<file path="src/rtl/noise_seq_pkg.sv">
// rtl/noise_seq_pkg.sv - shared FSM state type, LFSR constants and default pattern for noise_pattern_seq
package noise_seq_pkg;

    typedef enum logic [1:0] {
        ST_IDLE  = 2'd0,
        ST_RUN   = 2'd1,
        ST_PAUSE = 2'd2,
        ST_DONE  = 2'd3
    } seq_state_t;

    localparam logic [15:0] LFSR_TAPS        = 16'hB400;
    localparam logic [15:0] LFSR_SEED        = 16'hACE1;
    localparam logic [15:0] DEFAULT_PAT_INIT = 16'h19AD;

    // Right-shifting Galois step: the taps are folded in whenever a one falls out of bit 0.
    function automatic logic [15:0] lfsr_next(input logic [15:0] s);
        return s[0] ? ((s >> 1) ^ LFSR_TAPS) : (s >> 1);
    endfunction

endpackage

</file>
<file path="src/rtl/noise_lfsr.sv">
// rtl/noise_lfsr.sv - 16-bit Galois LFSR noise source, advances one step per enabled cycle
module noise_lfsr
    import noise_seq_pkg::*;
(
    input  logic        clk,
    input  logic        rst_n,
    input  logic        enable,
    output logic [15:0] lfsr_q
);

    // LFSR register; the seed is nonzero so the sequence never locks up.
    always_ff @(posedge clk or negedge rst_n) begin
        if (!rst_n) begin
            lfsr_q <= LFSR_SEED;
        end else if (enable) begin
            lfsr_q <= lfsr_next(lfsr_q);
        end
    end

endmodule

</file>
<file path="src/rtl/noise_pattern_seq.sv">
// rtl/noise_pattern_seq.sv - beat-driven per-channel noise pattern sequencer (optional LFSR noise via NOISE_SEQ_LFSR_EN)
module noise_pattern_seq
    import noise_seq_pkg::*;
#(
    parameter int          NUM_CH      = 2,
    parameter int          NUM_STEPS   = 16,
    parameter int          STEP_BEATS  = 4,
    parameter logic [63:0] DEFAULT_PAT = {48'h0, DEFAULT_PAT_INIT},
    localparam int         CH_W        = (NUM_CH > 1) ? $clog2(NUM_CH) : 1,
    localparam int         STEP_W      = $clog2(NUM_STEPS),
    localparam int         BEAT_W      = $clog2(NUM_STEPS * STEP_BEATS)
) (
    input  logic              clk,
    input  logic              rst_n,
    input  logic              beat_tick,
    input  logic              start,
    input  logic              stop,
    input  logic              pause,
    input  logic              one_shot,
    input  logic              wr_en,
    input  logic [CH_W-1:0]   wr_ch,
    input  logic [STEP_W-1:0] wr_step,
    input  logic              wr_val,
    output logic [NUM_CH-1:0] is_noise,
    output logic [BEAT_W-1:0] ibeat,
    output logic              wrap,
    output logic              busy,
    output logic [NUM_CH-1:0] noise_bit
);

    localparam logic [BEAT_W-1:0] LAST_BEAT = BEAT_W'(NUM_STEPS * STEP_BEATS - 1);

    seq_state_t          state;
    seq_state_t          state_next;
    logic [NUM_STEPS-1:0] pattern [NUM_CH];
    logic [STEP_W-1:0]    cur_step;
    logic                 last_beat;
    logic                 beat_adv;

    // The step is simply the upper bits of the beat number since STEP_BEATS is a power of two.
    assign cur_step  = ibeat[BEAT_W-1 -: STEP_W];
    assign last_beat = (ibeat == LAST_BEAT);
    // A beat only counts in RUN with pause low; start/stop in the same cycle override it.
    assign beat_adv  = (state == ST_RUN) && !pause && beat_tick && !stop && !start;

    // FSM state register.
    always_ff @(posedge clk or negedge rst_n) begin
        if (!rst_n) begin
            state <= ST_IDLE;
        end else begin
            state <= state_next;
        end
    end

    // Next-state decode: stop beats start, start beats everything else.
    always_comb begin
        state_next = state;
        if (stop) begin
            state_next = ST_IDLE;
        end else if (start) begin
            state_next = ST_RUN;
        end else begin
            case (state)
                ST_RUN: begin
                    if (pause) begin
                        state_next = ST_PAUSE;
                    end else if (beat_tick && last_beat && one_shot) begin
                        state_next = ST_DONE;
                    end
                end
                ST_PAUSE: begin
                    if (!pause) begin
                        state_next = ST_RUN;
                    end
                end
                default: begin
                end
            endcase
        end
    end

    // FSM outputs.
    always_comb begin
        busy = (state == ST_RUN) || (state == ST_PAUSE);
    end

    // Beat counter and wrap pulse; one-shot mode parks on the last beat instead of wrapping.
    always_ff @(posedge clk or negedge rst_n) begin
        if (!rst_n) begin
            ibeat <= '0;
            wrap  <= 1'b0;
        end else begin
            wrap <= beat_adv && last_beat && !one_shot;
            if (stop || start) begin
                ibeat <= '0;
            end else if (beat_adv) begin
                if (!last_beat) begin
                    ibeat <= ibeat + BEAT_W'(1);
                end else if (!one_shot) begin
                    ibeat <= '0;
                end
            end
        end
    end

    // Pattern store; writes to channels beyond NUM_CH match no row and are dropped.
    always_ff @(posedge clk or negedge rst_n) begin
        if (!rst_n) begin
            for (int c = 0; c < NUM_CH; c++) begin
                pattern[c] <= DEFAULT_PAT[NUM_STEPS-1:0];
            end
        end else begin
            for (int c = 0; c < NUM_CH; c++) begin
                if (wr_en && (int'(wr_ch) == c)) begin
                    pattern[c][wr_step] <= wr_val;
                end
            end
        end
    end

    // Per-channel noise enable: follows the current step in RUN, frozen in PAUSE, cleared otherwise.
    always_ff @(posedge clk or negedge rst_n) begin
        if (!rst_n) begin
            is_noise <= '0;
        end else begin
            case (state)
                ST_RUN: begin
                    for (int c = 0; c < NUM_CH; c++) begin
                        is_noise[c] <= pattern[c][cur_step];
                    end
                end
                ST_PAUSE: is_noise <= is_noise;
                default:  is_noise <= '0;
            endcase
        end
    end

`ifdef NOISE_SEQ_LFSR_EN
    logic [15:0] lfsr_q;

    noise_lfsr u_lfsr (
        .clk    (clk),
        .rst_n  (rst_n),
        .enable (state == ST_RUN),
        .lfsr_q (lfsr_q)
    );

    assign noise_bit = lfsr_q[NUM_CH-1:0] & is_noise;
`else
    assign noise_bit = '0;
`endif

endmodule

</file>
<file path="config.mk">
export PLATFORM = sky130hd
export DESIGN_NAME = noise_pattern_seq
export DESIGN_NICKNAME = d
export VERILOG_FILES = /design/src/rtl/noise_seq_pkg.sv /design/src/rtl/noise_lfsr.sv /design/src/rtl/noise_pattern_seq.sv
export SDC_FILE = /design/constraint.sdc
export NUM_CORES = 1
export LEC_CHECK = 0
export BUFFER_PORTS_ARGS = -buffer_cell sky130_fd_sc_hd__buf_2
export CORE_ASPECT_RATIO = 1.25
export CORE_MARGIN = 1
export CORE_UTILIZATION = 30
export CTS_BUF_LIST = sky130_fd_sc_hd__clkbuf_4 sky130_fd_sc_hd__clkbuf_8
export DETAILED_ROUTE_END_ITERATION = 7
export GPL_TIMING_DRIVEN = 0
export PLACE_DENSITY = 0.5
export SLEW_MARGIN = 10
export SYNTH_ARGS = -nofsm -noshare
export SYNTH_HDL_FRONTEND = slang
export SYNTH_HIERARCHICAL = 1
export SYNTH_SLANG_ARGS = --single-unit
</file>
<file path="constraint.sdc">
create_clock -name clk -period 2.2 [get_ports clk]
set_input_delay 0.11 -clock clk [delete_from_list [all_inputs] [get_ports clk]]
set_output_delay 0.11 -clock clk [all_outputs]
set_load 0.05 [all_outputs]
</file>
-- Word level (Yosys, flattened, before mapping)
Index checks and enable logic that the tools add are counted.
Widths: inputs -> output; s select.
- register bits: 43
- input port bits: 14
- output and inout port bits: 12
- logic and storage cells: 57
- add/subtract/negate cells: 1
- magnitude comparators: 3
- equal/unequal tests: 6
- muxes and demuxes: 19
- bitwise operators: 1
- reduce and logical (&&, ||, !) cells: 21
- operators by type and width (cell ; number):
    $bwmux 16 ; 2
    $mux 6 ; 4
    $logic_and 1x1->1 ; 11
    $lt 4x5->1 const B ; 2
    $mux 2 ; 5
    $bmux 1 s4 ; 2
    $pmux 2 s2 ; 2
    $add 6x1->6 const B ; 1
    $eq 6x6->1 const B ; 1
    $ne 5x4->1 const B ; 1
    $demux 1 s4 ; 1
    $ge 4x1->1 const B ; 1
    $logic_not 1->1 ; 4
    $ne 4x4->1 const B ; 1
    $reduce_bool 4->1 ; 1
    $mux 1 ; 3
    $ne 3x2->1 const B ; 1
    $reduce_and 3->1 ; 1
    $eq 2x1->1 const B ; 1
    $eq 2x2->1 const B ; 1
    $logic_or 1x1->1 ; 2
    $reduce_and 2->1 ; 1
    $reduce_bool 2->1 ; 1
    $not 1->1 ; 1

-- Logic depth before layout (Yosys ltp)
- depth in word-level cells: 8
- mapped depth: 7
- depth with buffers taken out: 6

-- Least setup slack after synthesis
OpenSTA, ideal clock, no wires.
- path type: reg-to-reg
- start point: register ibeat[0]
- end point: register state[1]
- setup time: 0.123 ns
- arrival: 1.570 ns
- required time: 2.077 ns
- setup slack: 0.507 ns
- cell stages (with the launch flop): 6
- path buffers: 0
- period minus slack after synthesis: 1.693 ns
- path through: dfrtp_1 ha_1 nand4_1 o21ai_1 mux2i_1 o221a_1
- word-level cells in the longest chain between the ends: 5
- RTL lines (element ; RTL line ; RTL):
    start, declared ; noise_pattern_seq.sv:25 ; output logic [BEAT_W-1:0] ibeat,
    start signal, assigned ; noise_pattern_seq.sv:98 ; ibeat <= ibeat + BEAT_W'(1);
    $eq 6x6->1 ; noise_pattern_seq.sv:42 ; assign last_beat = (ibeat == LAST_BEAT);
    $logic_and 1x1->1 (2 in series) ; noise_pattern_seq.sv:67 ; end else if (beat_tick && last_beat && one_shot) begin
    $ne 5x4->1 (no source line) ; - ;
    $reduce_and 3->1 (no source line) ; - ;
    end signal, assigned ; noise_pattern_seq.sv:51 ; state <= state_next;
    end, declared ; noise_pattern_seq.sv:33 ; seq_state_t state;
Every way passes these cells.
A chain may end at the register's enable or synchronous reset.

-- Worst setup path after layout
- start point: register state[1]
- end point: register ibeat[2]
- word-level cells in the longest chain between the ends: 7
- RTL lines (element ; RTL line ; RTL):
    $eq 2x1->1 ; noise_pattern_seq.sv:44 ; assign beat_adv = (state == ST_RUN) && !pause && beat_tick && !stop && !start;
    $logic_and 1x1->1 (4 in series) ; noise_pattern_seq.sv:44 ;
    $reduce_bool 2->1 (no source line) ; - ;
    $reduce_and 2->1 (no source line) ; - ;
Every way passes these cells.

==> run_results.csv <==
group,metric,value,unit
global_route,grt_max_degree,44,
global_route,grt_usage,0.143,
worst_setup_path,cp_data_arrival_time,1.85,ns
placed_design,dp_hpwl,4100,µm
timing,period_share,0.736,
status,violations,"negative hold slack",
route,drtIter0Drc,104,
floorplan,start_util,0.310,
timing,min_period,1.62,ns
final_layout,utilization,0.357,
worst_setup_path,r2r-end,"ibeat[2]",
yosys,synth.top_cell.area_share,0.280,
floorplan,fp.dieW,82.2,µm
route,antenna_left,0,
timing,setup_tns,0,ns
clocking,cts_root_buffer,"clkbuf_8",
clocking,cts_htree_levels,2,
yosys,syn_inst,229,
final_layout,nNetsFinal,278,
worst_setup_path,endpoint_kind,"register",
placed_design,portBuffers,23,
route,wire_per_inst,15.4,µm
yosys,synth.most_common_cell,"nand2_1",
worst_setup_path,crit_end,"ibeat[2]",
timing,slew_headroom,0.350,
clocking,cts_resized,0,
yosys,synth-seq-cells,43,
yosys,synth_common_cells,"nand2_1 (28), dfrtp_1 (27), mux2_1 (19), mux2i_1 (18), nor2_1 (17)",
power,power_leakage,1.16,nW
worst_setup_path,reg2reg_slack,0.58,ns
global_route,grt_pass1_wl,8860,µm
timing,clock_skew,0.00533,ns
worst_setup_path,rr_worst_depth,6,
final_layout,n_antenna_cell,0,
yosys,yosys.cell_types.count,40,
global_route,grt_pass1_vias,1745,
yosys,synth_largest_area_cell,"dfrtp_1",
route,firstDrtPassIters,4,
yosys,syn_area,2410,µm²
worst_setup_path,critPathRequiredTime,2.43,ns
worst_setup_path,critPathMaxFanout,4,
final_layout,multi_input_area,1240,µm²
yosys,synth_area_leaders,"dfrtp_1 (28%), dfstp_2 (17%), mux2_1 (8.9%)",
worst_setup_path,r2r_start,"state[1]",
timing,slew_viol_final,0,
power,powerDensity,716,nW/µm²
route,wl,5490,µm
clocking,clk_latency,0.30,ns
yosys,avgSynthCellArea,10.5,µm²
floorplan,fp.coreArea,7790,µm²
final_layout,fill_cells,818,
clocking,clockBufferDepth,2,
flow_run,drv_cap,0,
timing,hold_ws,-0.0489,ns
timing,clock.fmax,618,MHz
timing,finalSetupViolCount,0,
route,vias_per_cell,5.05,
final_layout,seq_area,1100,µm²
timing,tightest_slew,0.975,ns
floorplan,die_area,8410,µm²
clocking,cts_made_buffers,5,
worst_setup_path,cp-start-kind,"register",
final_layout,drive_above_1_share,0.282,
final_layout,area_delta_synth_final,15.1,%
status,status,"finished, violations left",
floorplan,die_h,102,µm
timing,hold_viol,27,
route,vias,1803,
clocking,cts_tree,"built",
yosys,async_reset_ff_frac,1.00,
clocking,clock-sinks,43,
route,drc,0,
power,power.total,1.99,mW
timing,rsz0062_at_grt,"false",
global_route,antenna_found_initial,0,
worst_hold_path,hold_class,"primary input to async pin",
power,max-vdd-ir-drop,351,µV
worst_setup_path,crit_type,"register to register",
global_route,grt_overflow,0,
floorplan,rows,36,
worst_setup_path,cp-startpoint,"state[1]",
floorplan,io_pins,26,
yosys,yosys_warnings,6,
yosys,synth-edff-count,0,
clocking,path_clk_slew,0.09,ns
yosys,ys_seq_area_frac,0.454,
yosys,ys.flop_type,"dfrtp_1",
placed_design,finalWeightedCongestion,0.789,
-- sequential cells by signal, summed over array words and instances (netlist names) --
| name | flops |
|---|---|
| pattern | 32 |
| state | 2 |
| is_noise | 2 |
| ibeat | 6 |
| wrap | 1 |
-- placed cells by master (no fill, tap or decap), drive strengths merged, types with 2 or more instances in the layout --
| master | instances |
|---|---|
| mux2 | 32 |
| buf | 30 |
| nand2 | 28 |
| dfrtp | 27 |
| mux2i | 18 |
| nor2 | 17 |
| dfstp | 16 |
| nand3 | 13 |
| clkbuf | 10 |
| a21oi | 7 |
| nor3 | 7 |
| inv | 6 |
| nor2b | 5 |
| nand4 | 5 |
| o21ai | 5 |
| a22oi | 4 |
| nand4b | 3 |
| ha | 3 |
| nor3b | 3 |
| nand2b | 3 |
| and2 | 2 |
| and3 | 2 |
| conb | 2 |
-- per-stage QoR --
stage / setup WS, ns / hold slack (ns) / cell area (µm²) / instances
floorplan: 0.507 / -0.186 / 2420 / 230
global placement: 0.578 / 0.312 / 2650 / 348
detailed placement: 0.556 / 0.306 / 2650 / 348
CTS: 0.533 / 0.00891 / 2780 / 357
global route: 0.428 / 0.0245 / 2780 / 357
finish: 0.581 / -0.0489 / 2780 / 357
-- area by class of cell --
cell class,count,area share
Inverter,6,0.00810
Multi-Input combinational cell,170,0.447
Clock buffer,6,0.0297
Clock inverter,2,0.0126
Tap cell,95,0.0428
Buffer,11,0.0207
Timing Repair Buffer,24,0.0450
Sequential cell,43,0.394
-- worst max-delay path: stages (launching register included) --
cell and delay [ns]:
dfrtp_1 0.40, inv_1 0.09, ha_1 0.21, nor4b_4 0.25, nand2_1 0.13, or3_1 0.32, a21oi_1 0.15
-- kinds of logic (layout without fill, tap and decap cells) --
family | after synthesis | after routing | synth area share
AOI/OAI and AO/OA | 21 | 21 | 0.0539
adders and majority gates | 3 | 3 | 0.0155
buffers and inverters | 17 | 49 | 0.0332
DFF | 43 | 43 | 0.454
muxes | 50 | 50 | 0.224
other | 1 | 2 | 0.00155
and+or+nand+nor | 94 | 94 | 0.218
-- where the power goes --
part / internal [mW] / switching [mW] / total [mW]
Clock: 0.368 / 0.286 / 0.653
Sequential: 0.952 / 0.0623 / 1.01
Combinational: 0.143 / 0.178 / 0.322
Total: 1.46 / 0.526 / 1.99
-- layer usage --
layer  GRT usage  up-vias  part of all wire
met4      0.0486        0             0.016
met5           0        -                 0
met3      0.0241        8             0.027
met2       0.245       28              0.51
met1       0.179      888              0.45
li1            -      879                 -
-- timing repair --
item / in CTS / in global routing
hold endpoints to repair: 1 / 0
buffers inserted: 0 / 0
hold buffers: 1 / 0
-- worst min path at each step --
stage / end / start / cells past startpoint / slack [ns]
6_report: wrap / rst_n / 1 / -0.05
5_1_grt: state[0] / stop / 2 / 0.02
4_1_cts: ibeat[0] / rst_n / 1 / 0.009
3_5_place_dp: wrap / one_shot / 2 / 0.31
3_3_place_gp: wrap / one_shot / 2 / 0.31
2_1_floorplan: ibeat[0] / rst_n / 0 / -0.19
Note: power is estimated with default switching activity, not from simulation.
